**config.mk**
```make
export PLATFORM = sky130hd
export DESIGN_NAME = filter_avg_ctrl
export DESIGN_NICKNAME = d
export VERILOG_FILES = /design/src/rtl/filter_pkg.sv /design/src/rtl/filter_datapath.sv /design/src/rtl/filter_avg_ctrl.sv
export SDC_FILE = /design/constraint.sdc
export NUM_CORES = 1
export LEC_CHECK = 0
export CAP_MARGIN = 40
export CORE_MARGIN = 3
export CORE_UTILIZATION = 40
export CTS_CLUSTER_DIAMETER = 120
export DETAILED_ROUTE_END_ITERATION = 7
export PLACE_DENSITY = 0.63
export SLEW_MARGIN = 10
export SYNTH_ARGS = -nofsm -noshare
export SYNTH_HDL_FRONTEND = slang
export SYNTH_HIERARCHICAL = 1
export SYNTH_SLANG_ARGS = --single-unit
```
**constraint.sdc**
```tcl
create_clock -name clk -period 8.6 [get_ports clk]
set_input_delay 1.72 -clock clk [delete_from_list [all_inputs] [get_ports clk]]
set_output_delay 1.72 -clock clk [all_outputs]
set_load 0.03 [all_outputs]
```
**src/rtl/filter_pkg.sv**
```systemverilog
// filter_pkg: sizing constants, FSM state and sample types shared by the moving-average filter
package filter_pkg;
    localparam int DEPTH  = 8;
    localparam int ADDR_W = 3;
    localparam int DATA_W = 24;

    typedef enum logic [1:0] {FILL, RUN, FLUSH} state_t;
    typedef logic signed [DATA_W-1:0] sample_t;

    // Pre-divide by DEPTH so the window sum is already the average
    function automatic sample_t scale(input sample_t s);
        return s >>> ADDR_W;
    endfunction
endpackage

```
**src/rtl/filter_datapath.sv**
```systemverilog
// filter_datapath: DEPTH-entry sample window RAM with asynchronous read of the oldest entry
module filter_datapath
    import filter_pkg::*;
(
    input  logic                     clk,
    input  logic                     write,
    input  logic signed [DATA_W-1:0] writedata,
    input  logic [ADDR_W-1:0]        write_addr,
    input  logic                     read,
    input  logic [ADDR_W-1:0]        read_addr,
    input  logic                     full,
    output logic signed [DATA_W-1:0] buffer_out
);
    sample_t mem_q [DEPTH];

    always_ff @(posedge clk)
        if (write) mem_q[write_addr] <= writedata;

    // Unwritten slots are never exposed while the window is still filling
    assign buffer_out = (full || read) ? mem_q[read_addr] : '0;
endmodule

```
**src/rtl/filter_avg_ctrl.sv**
```systemverilog
// filter_avg_ctrl: 8-tap moving-average controller (FSM, pointer, accumulator, outputs).
// FILTER_PREFILL_AVG_EN: also emit averages while the window is still filling.
module filter_avg_ctrl
    import filter_pkg::*;
(
    input  logic                     clk,
    input  logic                     reset_n,
    input  logic                     flush,
    input  logic                     sample_valid,
    input  logic signed [DATA_W-1:0] sample_in,
    output logic                     ready,
    output logic                     avg_valid,
    output logic signed [DATA_W-1:0] avg_out,
    output logic [ADDR_W:0]          fill_level
);
    localparam logic [ADDR_W:0] FULL_LVL = (ADDR_W+1)'(DEPTH);
    localparam logic [ADDR_W:0] LAST_LVL = (ADDR_W+1)'(DEPTH-1);

    state_t            state_q, state_d;
    logic [ADDR_W-1:0] wr_ptr_q, wr_ptr_d;
    logic [ADDR_W:0]   fill_q, fill_d;
    sample_t           acc_q, acc_d, avg_q, avg_d, scaled, buffer_out;
    logic              valid_q, valid_d, accept, dp_read, full, clear;

    assign ready      = state_q != FLUSH;
    assign full       = state_q == RUN;
    assign accept     = sample_valid && ready && !flush;
    assign dp_read    = accept && full;
    assign clear      = flush || state_q == FLUSH;
    assign scaled     = scale(sample_in);
    assign avg_valid  = valid_q;
    assign avg_out    = avg_q;
    assign fill_level = fill_q;

    filter_datapath u_dp (
        .clk        (clk),
        .write      (accept),
        .writedata  (scaled),
        .write_addr (wr_ptr_q),
        .read       (dp_read),
        .read_addr  (wr_ptr_q),
        .full       (full),
        .buffer_out (buffer_out)
    );

    always_comb begin
        state_d = state_q;
        if (flush) state_d = FLUSH;
        else if (state_q == FLUSH) state_d = FILL;
        else if (accept && fill_q == LAST_LVL) state_d = RUN;
        acc_d    = clear ? '0 : accept ? acc_q + scaled - (dp_read ? buffer_out : '0) : acc_q;
        wr_ptr_d = clear ? '0 : accept ? wr_ptr_q + 1'b1 : wr_ptr_q;
        fill_d   = clear ? '0 : (accept && fill_q != FULL_LVL) ? fill_q + 1'b1 : fill_q;
`ifdef FILTER_PREFILL_AVG_EN
        valid_d  = accept;
`else
        valid_d  = accept && state_d == RUN;
`endif
        avg_d    = valid_d ? acc_d : avg_q;
    end

    always_ff @(posedge clk) begin
        if (!reset_n) begin
            state_q  <= FILL;
            wr_ptr_q <= '0;
            fill_q   <= '0;
            acc_q    <= '0;
            avg_q    <= '0;
            valid_q  <= 1'b0;
        end else begin
            state_q  <= state_d;
            wr_ptr_q <= wr_ptr_d;
            fill_q   <= fill_d;
            acc_q    <= acc_d;
            avg_q    <= avg_d;
            valid_q  <= valid_d;
        end
    end
endmodule
```
# == Word-level counts from Yosys, hierarchy flattened ==
# Memories as Yosys holds them, arrays and structs flattened. A register that Yosys moved wholly into a read port is not among the register bits.
# Cells that the tools add are included.
# totals
n_memories,1
ram_bits,192
input_bits,28
reg_bits,58
# op_classes
reduce_logical,10
n_eq_ne,6
addsub,4
n_mux,11
bitwise,1
# mem_list
name,depth,word_bits,read_ports,rd_ports_with_merged_regs,write_ports,line,text
u_dp.mem_q,8,24,1,1,1,filter_datapath.sv:14,sample_t mem_q [DEPTH];
# op_table
cell,n
$mux W24,4
$add A24 B24 Y24,1
$sub A24 B24 Y24,1
$logic_and A1 B1 Y1,6
$mux W2,3
$mux W3,2
$add A4 B1 Y4 const B,1
$eq A2 B1 Y1 const B,2
$eq A4 B3 Y1 const B,1
$ne A4 B4 Y1 const B,1
$add A3 B1 Y3 const B,1
$eq A2 B2 Y1 const B,1
$logic_or A1 B1 Y1,2
$mux W1,2
$ne A2 B2 Y1 const B,1
$reduce_or A2 Y1,1
$logic_not A1 Y1,1
$not A1 Y1,1

# == Logic depth before layout (Yosys ltp) ==
# Gate-level depths: netlist of the first run.
# depth
depth_word,10
mapped_depth,20
depth_no_buf,17

# == Cells and area by module ==
# The synthesis of the first run kept the hierarchy.
# by_module_without_submodules
mod,cells_per_inst,instances,seq_area_each_um2,area_per_inst_um2
filter_datapath,427,1,5765.5,7532.2
filter_avg_ctrl,570,1,1161.1,4551.9

# == Least setup slack after synthesis of the first run ==
# No wires, ideal clock.
# synth_path
path_kind,in2reg
start,in flush
end,reg avg_q[16] (netlist: avg_out[16])
required_time_ns,8.478
setup_time_ns,0.122
path_slack_ns,3.171
cell_stages,20
arrival_ns,5.307
cell_sequence,inv_1 and3_1 clkbuf_1 clkbuf_1 or2_2 clkbuf_1 o21ai_0 nor3_1 and2_1 fa_1 inv_1 ha_1 buf_6 and3_4 and4_4 a211oi_2 a21oi_1 or2_1 a41o_1 a311o_1
# synth_via
elab_chain_len,9
word_cells_on_any_way,16
classes_between,add/sub: 1; eq/ne: 1; mux: 7; reduce/logical: 7
# synth_lines
item,line,text
from (decl),filter_avg_ctrl.sv:8,"input logic flush,"
$logic_not A1 Y1,filter_avg_ctrl.sv:27,assign accept = sample_valid && ready && !flush;
$logic_and A1 B1 Y1,filter_avg_ctrl.sv:27,
$logic_and A1 B1 Y1,filter_avg_ctrl.sv:28,assign dp_read = accept && full;
via dp_read,filter_avg_ctrl.sv:23,"logic valid_q, valid_d, accept, dp_read, full, clear;"
$logic_or A1 B1 Y1,filter_datapath.sv:20,assign buffer_out = (full || read) ? mem_q[read_addr] : '0;
$mux W24,filter_datapath.sv:20,
via buffer_out[11],filter_avg_ctrl.sv:22,"sample_t acc_q, acc_d, avg_q, avg_d, scaled, buffer_out;"
$mux W24,filter_avg_ctrl.sv:51,acc_d = clear ? '0 : accept ? acc_q + scaled - (dp_read ? buffer_out : '0) : acc_q;
$sub A24 B24 Y24,filter_avg_ctrl.sv:51,
$mux W24 (2 in series),filter_avg_ctrl.sv:51,
to (signal assigned),filter_avg_ctrl.sv:75,avg_q <= avg_d;
to (decl),filter_avg_ctrl.sv:22,
# The timed path passes the listed nets, and every way through them passes these cells.
# A chain may end at the register's enable or synchronous reset.

# == Worst setup path in the final report of the first run ==
# layout_path
start,in flush
end,reg acc_q[23]
# layout_via
elab_chain_len,9
word_cells_on_any_way,10
classes_between,add/sub: 1; mux: 4; reduce/logical: 5
# layout_lines
item,line,text
$logic_not A1 Y1,filter_avg_ctrl.sv:27,
$logic_and A1 B1 Y1,filter_avg_ctrl.sv:27,
$logic_and A1 B1 Y1,filter_avg_ctrl.sv:28,
$logic_or A1 B1 Y1,filter_datapath.sv:20,
$mux W24,filter_datapath.sv:20,
via buffer_out[1],filter_avg_ctrl.sv:22,
$mux W24,filter_avg_ctrl.sv:51,
$sub A24 B24 Y24,filter_avg_ctrl.sv:51,
$mux W24 (2 in series),filter_avg_ctrl.sv:51,
to (signal assigned),filter_avg_ctrl.sv:67,acc_q <= '0;
to (signal assigned),filter_avg_ctrl.sv:74,acc_q <= acc_d;
to (decl),filter_avg_ctrl.sv:22,
# The timed path passes the listed nets, and every way through them passes these cells.

==> results by group, run 1 <==
STA
  – Final min period: 6.308 ns
  – TNS Setup: 0 ns
  – Clk_skew: 0.02596 ns
  – Rel. slew slack: 43.35%
  – Final setup viols: 0
  – Worst-Margin Slew: approximately 0.85 ns
  – F_max: roughly 160 MHz
  – Period utilization: approximately 73%
  – Final-report max-slew violation count: 0
  – Worst hold margin: 0.4590 ns
  – Final Hold Vio Count: 0
  – RSZ-0062 raised after global routing: no

Synth
  – Yosys reg bits: 250
  – Post-synth top area share: roughly 48%
  – Most numerous cell in the Yosys netlist: edfxtp_1
  – Syn nets: 1075
  – Most used DFF post-synth: edfxtp_1
  – Async SR Flop Fraction: 0%
  – Register area share after synthesis: between 50% and 60%
  – Cells after Synth: 997
  – Top post-synthesis cells by area: edfxtp_1 (48%), dfxtp_1 (9.6%), mux2_1 (3.8%)
  – Synthesized area: ~12000 µm²
  – Post-Syn Area per Cell: 12.12 µm²
  – EDFF count, synth: ~190
  – Most instantiated cells after synthesis: edfxtp_1 (192), inv_1 (99), dfxtp_1 (58)
  – Yosys warns: 6
  – Area leader, netlist: edfxtp_1
  – Synth cell types: 72

Worst setup path
  – Worst EP required: around 9.0 ns
  – Launch point of the worst path: flush
  – Critical path data arrival time: around 6.7 ns
  – R2R depth: 16
  – Register-to-register setup slack: between 3 and 4 ns
  – Setup crit end kind: flip-flop
  – FF-to-FF End: acc_q[22]
  – Startpoint Class: input pin
  – Critical Path End: acc_q[23]
  – Crit Path Category: input pin to flip-flop
  – Critical-path maximum fanout: 25
  – Worst flop-to-flop path startpoint: wr_ptr_q[0]

Pwr
  – Worst VDD drop: 0.0001764 V
  – Total power per unit cell area: roughly 200 nW/µm²
  – Lkg Pwr: between 4 and 5 nW

Run status
  – Status: finished clean

Routing
  – Vias per cell: 5.282
  – Initial DRT Pass Iterations: 5
  – Routed Antenna Nets: 0
  – Average wire per standard cell: roughly 19 µm
  – Routed via count: around 7700
  – Initial DRC count: 495
  – DRC viols: 0
  – DRT Wirelength: between 20 and 30 mm

Clocking
  – Hold-fix buffers, CTS: 0
  – # Post-CTS Setup Buffers: 0
  – Num CTS Buffers: 27
  – Clock-pin slew on the worst setup and hold paths: approximately 0.06 ns
  – Cells resized by post-CTS repair: 0
  – Clk Latency, worst-skew pair: 0.54 ns
  – Root buffer cell: clkbuf_16
  – Clk sinks: 250
  – H-tree levels: 1
  – CTS Buffer Depth: 3
  – CTS tree: built

Global routing
  – Total grt overflow: 0
  – Largest net degree at the start of global routing: 61
  – Global Route Usage Sum: around 17%
  – Vias in the first global route: between 7000 and 8000
  – First-pass GRT wire length: between 40 and 50 mm
  – Initial antenna violation count: 0

Cells and area
  – Area Growth Syn to Fin: 14.31%
  – Final core utilization: 46.48%
  – Diode count: 0
  – Share of post-route cells with drive strength above 1: 11.04%
  – Layout Nets: between 1000 and 1500
  – Post-route cell area: 13810 µm²

Floorplan
  – Area of the core: a little under 30000 µm²
  – Chip Width: around 180 µm
  – Rows: 63
  – Total Die Area: about 32000 µm²
  – Initial Utilization: between 40 and 50%
  – IO Pins: a little under 60
  – Die height: between 150 and 200 µm

Run
  – Max Cap Viol: 0

Placed design
  – I/O Buffers: 54
  – Placer Congestion: slightly above 0.8
  – Detail Placement HPWL: between 15 and 20 mm
  – Area post-placement: around 13000 µm²

Worst hold path
  – Class of the worst hold path: flip-flop to flip-flop
[worst min-delay path by stage]
stage                     start     endpoint  slack [ns]  depth (start not counted)
floorplan             acc_q[17]    acc_q[17]        0.43                          2
global route        avg_out[21]  avg_out[21]        0.49                          2
CTS                 avg_out[21]  avg_out[21]        0.46                          2
global placement    avg_out[21]  avg_out[21]        0.45                          2
finish              avg_out[21]  avg_out[21]        0.46                          2
detailed placement  avg_out[21]  avg_out[21]        0.45                          2
[placed cells by master, fill, tap and decap left out, types with 12 or more instances in the layout]
master	synthesis	layout
nor2_1	42	36
clkbuf_16	0	27
xnor2_1	16	16
o21ai_0	34	34
mux2_2	31	31
and2_1	23	23
o21ai_1	12	12
fa_1	23	23
o22ai_1	25	25
ha_1	27	27
nor3_1	45	42
mux2_1	41	41
inv_1	99	99
edfxtp_1	192	192
nand3_1	17	17
nand2_1	46	46
clkdlybuf4s50_1	0	54
a211oi_1	27	27
a21oi_1	39	39
dfxtp_1	58	57
nor2b_1	27	27
buf_4	5	21
[where the power goes]
group | internal (W) | switching, W | leakage, nW | total (W)
sequential | 0.00131 | 0.00000892 | 2.20 | 0.00132
clock | 0.000632 | 0.000462 | 0.404 | 0.00109
combinational | 0.000128 | 0.000207 | 2.34 | 0.000335
total | 0.00207 | 0.000678 | 4.95 | 0.00275
[state kept, by name, indices dropped and copies added, names as in the netlist]
| name | cells |
|---|---|
| u_dp/mem_q | 192 |
| fill_level | 4 |
| avg_out | 24 |
| state_q | 2 |
| acc_q | 24 |
| wr_ptr_q | 3 |
| avg_valid | 1 |
[final cells by class]
class / count / area [µm²]
fillers: 2669 / 15900
well taps: 390 / 488.0
multi-input cells: 594 / 4481
flip-flops and latches: 250 / 6930
repair buffers: 76 / 703.2
inverters: 99 / 371.6
clock buffers: 29 / 683.2
clock inverters: 21 / 156.4
[routing by layer]
layer / global-route usage, % / vias up / share of wire (%)
met5: 0 / - / 0
met4: 3.775 / 0 / 2.2
met3: 2.206 / 43 / 3.2
met2: 28.88 / 124 / 50
met1: 22.01 / 3824 / 44
li1: - / 3716 / -
[cell families (layout without fill, tap and decap cells)]
family / Yosys count / count (layout) / synth area share [%]
multiplexers: 82 / 82 / 7.538
adder cells (fa/ha/maj): 50 / 50 / 6.606
AO/OA/AOI/OAI: 193 / 193 / 10.42
XOR/XNOR: 24 / 24 / 1.739
AND/OR/NAND/NOR: 245 / 245 / 10.53
flip-flops: 250 / 250 / 57.32
buffers and inverters: 153 / 225 / 5.850
[per-stage QoR]
stage / power (W) / std cells / setup WS [ns]
after floorplan: 0.001597 / 997 / 3.171
after global placement: 0.001677 / 1408 / 1.754
after detailed placement: 0.001681 / 1409 / 1.712
after CTS: 0.002773 / 1459 / 2.256
after global routing: 0.002865 / 1459 / 1.883
final: 0.002751 / 1459 / 2.292
[worst max-delay path, stage by stage]
cell and delay [ns]:
clkdlybuf4s50_1 0.51, inv_1 0.14, and3_1 0.16, buf_4 0.28
or2_2 0.59, o21ai_1 0.14, nor3_1 0.30, and2_1 0.20
fa_1 0.41, inv_1 0.11, ha_1 0.23, a21oi_1 0.17
nand4b_1 0.21, a21oi_1 0.15, o41ai_1 0.68, o41ai_1 0.27
xnor2_1 0.31, a21oi_1 0.11
Note: power is estimated with default switching activity, not from simulation.
==> inputs of run 2 (changes only) <==
Clock period 8.6 ns to 6.6 ns, I/O delays scaled along.
==> run 2 against run 1 <==
Effect of this change: clock-buffer cell count grew 11; hold slack gained 0.0013 ns; cell count grew 0.14%; critical path depth shrank 1; setup slack lost 1.3 ns; sequential power grew 30%; critical endpoint unchanged.
==> results by group, run 2 (synthesis gave the netlist of run 1 again) <==
Worst setup path
  – CP top delay family: compound AO/OA/AOI/OAI gates
  – Crit path largest cell delay: between 0.6 and 0.7 ns
  – Startpoint Class: input pin
  – Crit path cell chain: clkdlybuf4s50_1, inv_1, and3_1, or2_2, o21ai_0, nor3_1, and2_1, fa_1, inv_1, ha_1, a21o_1, a21oi_1, a21oi_1, o41ai_1, o41ai_1, xnor2_1, a21oi_1
  – Critical-path maximum fanout: 24
  – Slowest stage cell, crit path: o41ai_1
  – Critical path data arrival time: approximately 6.0 ns
  – Crit Path Category: input pin to flip-flop
  – Worst path most repeated cell: a21oi_1
  – Setup crit end kind: flip-flop
  – Register-to-register setup slack: between 1 and 1.5 ns
  – Worst EP required: about 7.0 ns
  – WP buf/inv: 3

STA
  – Final setup viols: 0
  – Setup ws final: roughly 1.0 ns
  – Rel. slew slack: between 30% and 40%
  – Clk_skew: roughly 0.015 ns
  – TNS Setup: 0 ns
  – RSZ-0062 raised after global routing: no
  – Worst-Margin Slew: ~0.9 ns
  – Final min period: around 5.6 ns
  – Final Hold Vio Count: 0
  – Period utilization: 84.64%
  – F_max: about 180 MHz
  – Worst hold margin: roughly 0.46 ns
  – Final-report max-slew violation count: 0

Placed design
  – Cells after DPL: approximately 1400
  – Placer Congestion: roughly 0.86
  – I/O Buffers: 54
  – Detail Placement HPWL: approximately 18 mm
  – Setup Slack @ Placement: between 0.5 and 0.6 ns

Clocking
  – Clk Latency, worst-skew pair: between 0.5 and 0.6 ns
  – CTS tree: built
  – Clk sinks: 250
  – Clock-pin slew on the worst setup and hold paths: about 0.06 ns
  – Root buffer cell: clkbuf_16
  – Num CTS Buffers: 27
  – Hold-fix buffers, CTS: 0
  – Cells resized by post-CTS repair: 0
  – # Post-CTS Setup Buffers: 0
  – CTS Buffer Depth: 3
  – H-tree levels: 1

Cells and area
  – Share of post-route cells with drive strength above 1: 11.20%
  – Fin cells: about 1500
  – Top reg by flops: u_dp/mem_q
  – Commonest non-fill, non-tap cell in the layout: edfxtp_1
  – Diode count: 0
  – Register area: 6930 µm²
  – Commonest non-fill, non-tap cells in the layout: edfxtp_1 (192), inv_1 (99), dfxtp_1 (57)
  – Area Growth Syn to Fin: 14.62%
  – Area of the multi-input gates: between 4000 and 5000 µm²
  – Max FFs per register: roughly 190
  – FILL cells: 2689
  – Layout Nets: around 1100

Run
  – Max Cap Viol: 0

Routing
  – DRC viols: 0
  – Routed Antenna Nets: 0
  – Initial DRT Pass Iterations: 5
  – Vias per cell: between 5 and 6
  – Routed via count: 7738
  – Initial DRC count: approximately 640
  – DRT Wirelength: 26.96 mm
  – Average wire per standard cell: 18.45 µm

Worst hold path
  – Class of the worst hold path: flip-flop to flip-flop

Floorplan
  – Total Die Area: 32330 µm²
  – IO Pins: slightly below 60
  – Initial Utilization: approximately two fifths
  – Rows: 63
  – Die height: ~180 µm
  – Area of the core: about 30000 µm²
  – Chip Width: 179.8 µm

Global routing
  – Global Route met1 Usage: a little under a quarter
  – Total grt overflow: 0
  – Top Usage Layer GRT: met2
  – First-pass GRT wire length: ~43 mm
  – Largest net degree at the start of global routing: 72
  – Global Route Usage Sum: 16.54%
  – Met2 Track Usage GR: approximately 28%
  – Vias in the first global route: ~7800
  – Met3 GRT Util: approximately 2.1%
  – Initial antenna violation count: 0

Pwr
  – Total power per unit cell area: 257.9 nW/µm²
  – Lkg Pwr: roughly 5 nW
  – Worst VDD drop: 0.0002807 V

Run status
  – Status: finished clean
run 2: area by class of cell:
class,count,share of cell area (%)
multi-input combinational,594,32.35
clock buffer,40,5.565
tap,390,3.523
sequential,250,50.04
inverter,99,2.683
timing repair buffer,79,5.438
clock inverter,9,0.4065
run 2: through the flow:
| stage | power, W | area, µm² | util, % |
|---|---|---|---|
| after floorplan | 0.002081 | 12080 | - |
| after global placement | 0.002183 | 12970 | 43.64 |
| after detailed placement | 0.002189 | 13020 | 43.83 |
| after CTS | 0.003599 | 13850 | 46.61 |
| after global routing | 0.003717 | 13850 | 46.61 |
| final | 0.003571 | 13850 | 46.61 |
run 2: worst min-delay path: stages (launching register included):
cell and delay [ns]:
dfxtp_1 0.31, nand2_1 0.05, a21oi_1 0.05
run 2: worst paths after layout:
check / startpoint / to / cells past startpoint
worst min-delay path: avg_out[13] / avg_out[13] / 2
worst max register to register: wr_ptr_q[0] / acc_q[23] / 16
worst min register to register: avg_out[13] / avg_out[13] / 2
worst max-delay path: flush / acc_q[23] / 17
run 2: power by group:
part	leakage (nW)	switching, W	internal [W]
combinational	2.37	0.000268	0.000167
clock	0.412	0.000603	0.000810
sequential	2.20	0.0000129	0.00171
total	4.98	0.000884	0.00269
run 2: layer usage:
metal	routed length (µm)	vias to the layer above
met1	12400	3850
met5	0	-
li1	-	3714
met2	12940	130
met4	687	0
met3	935	44
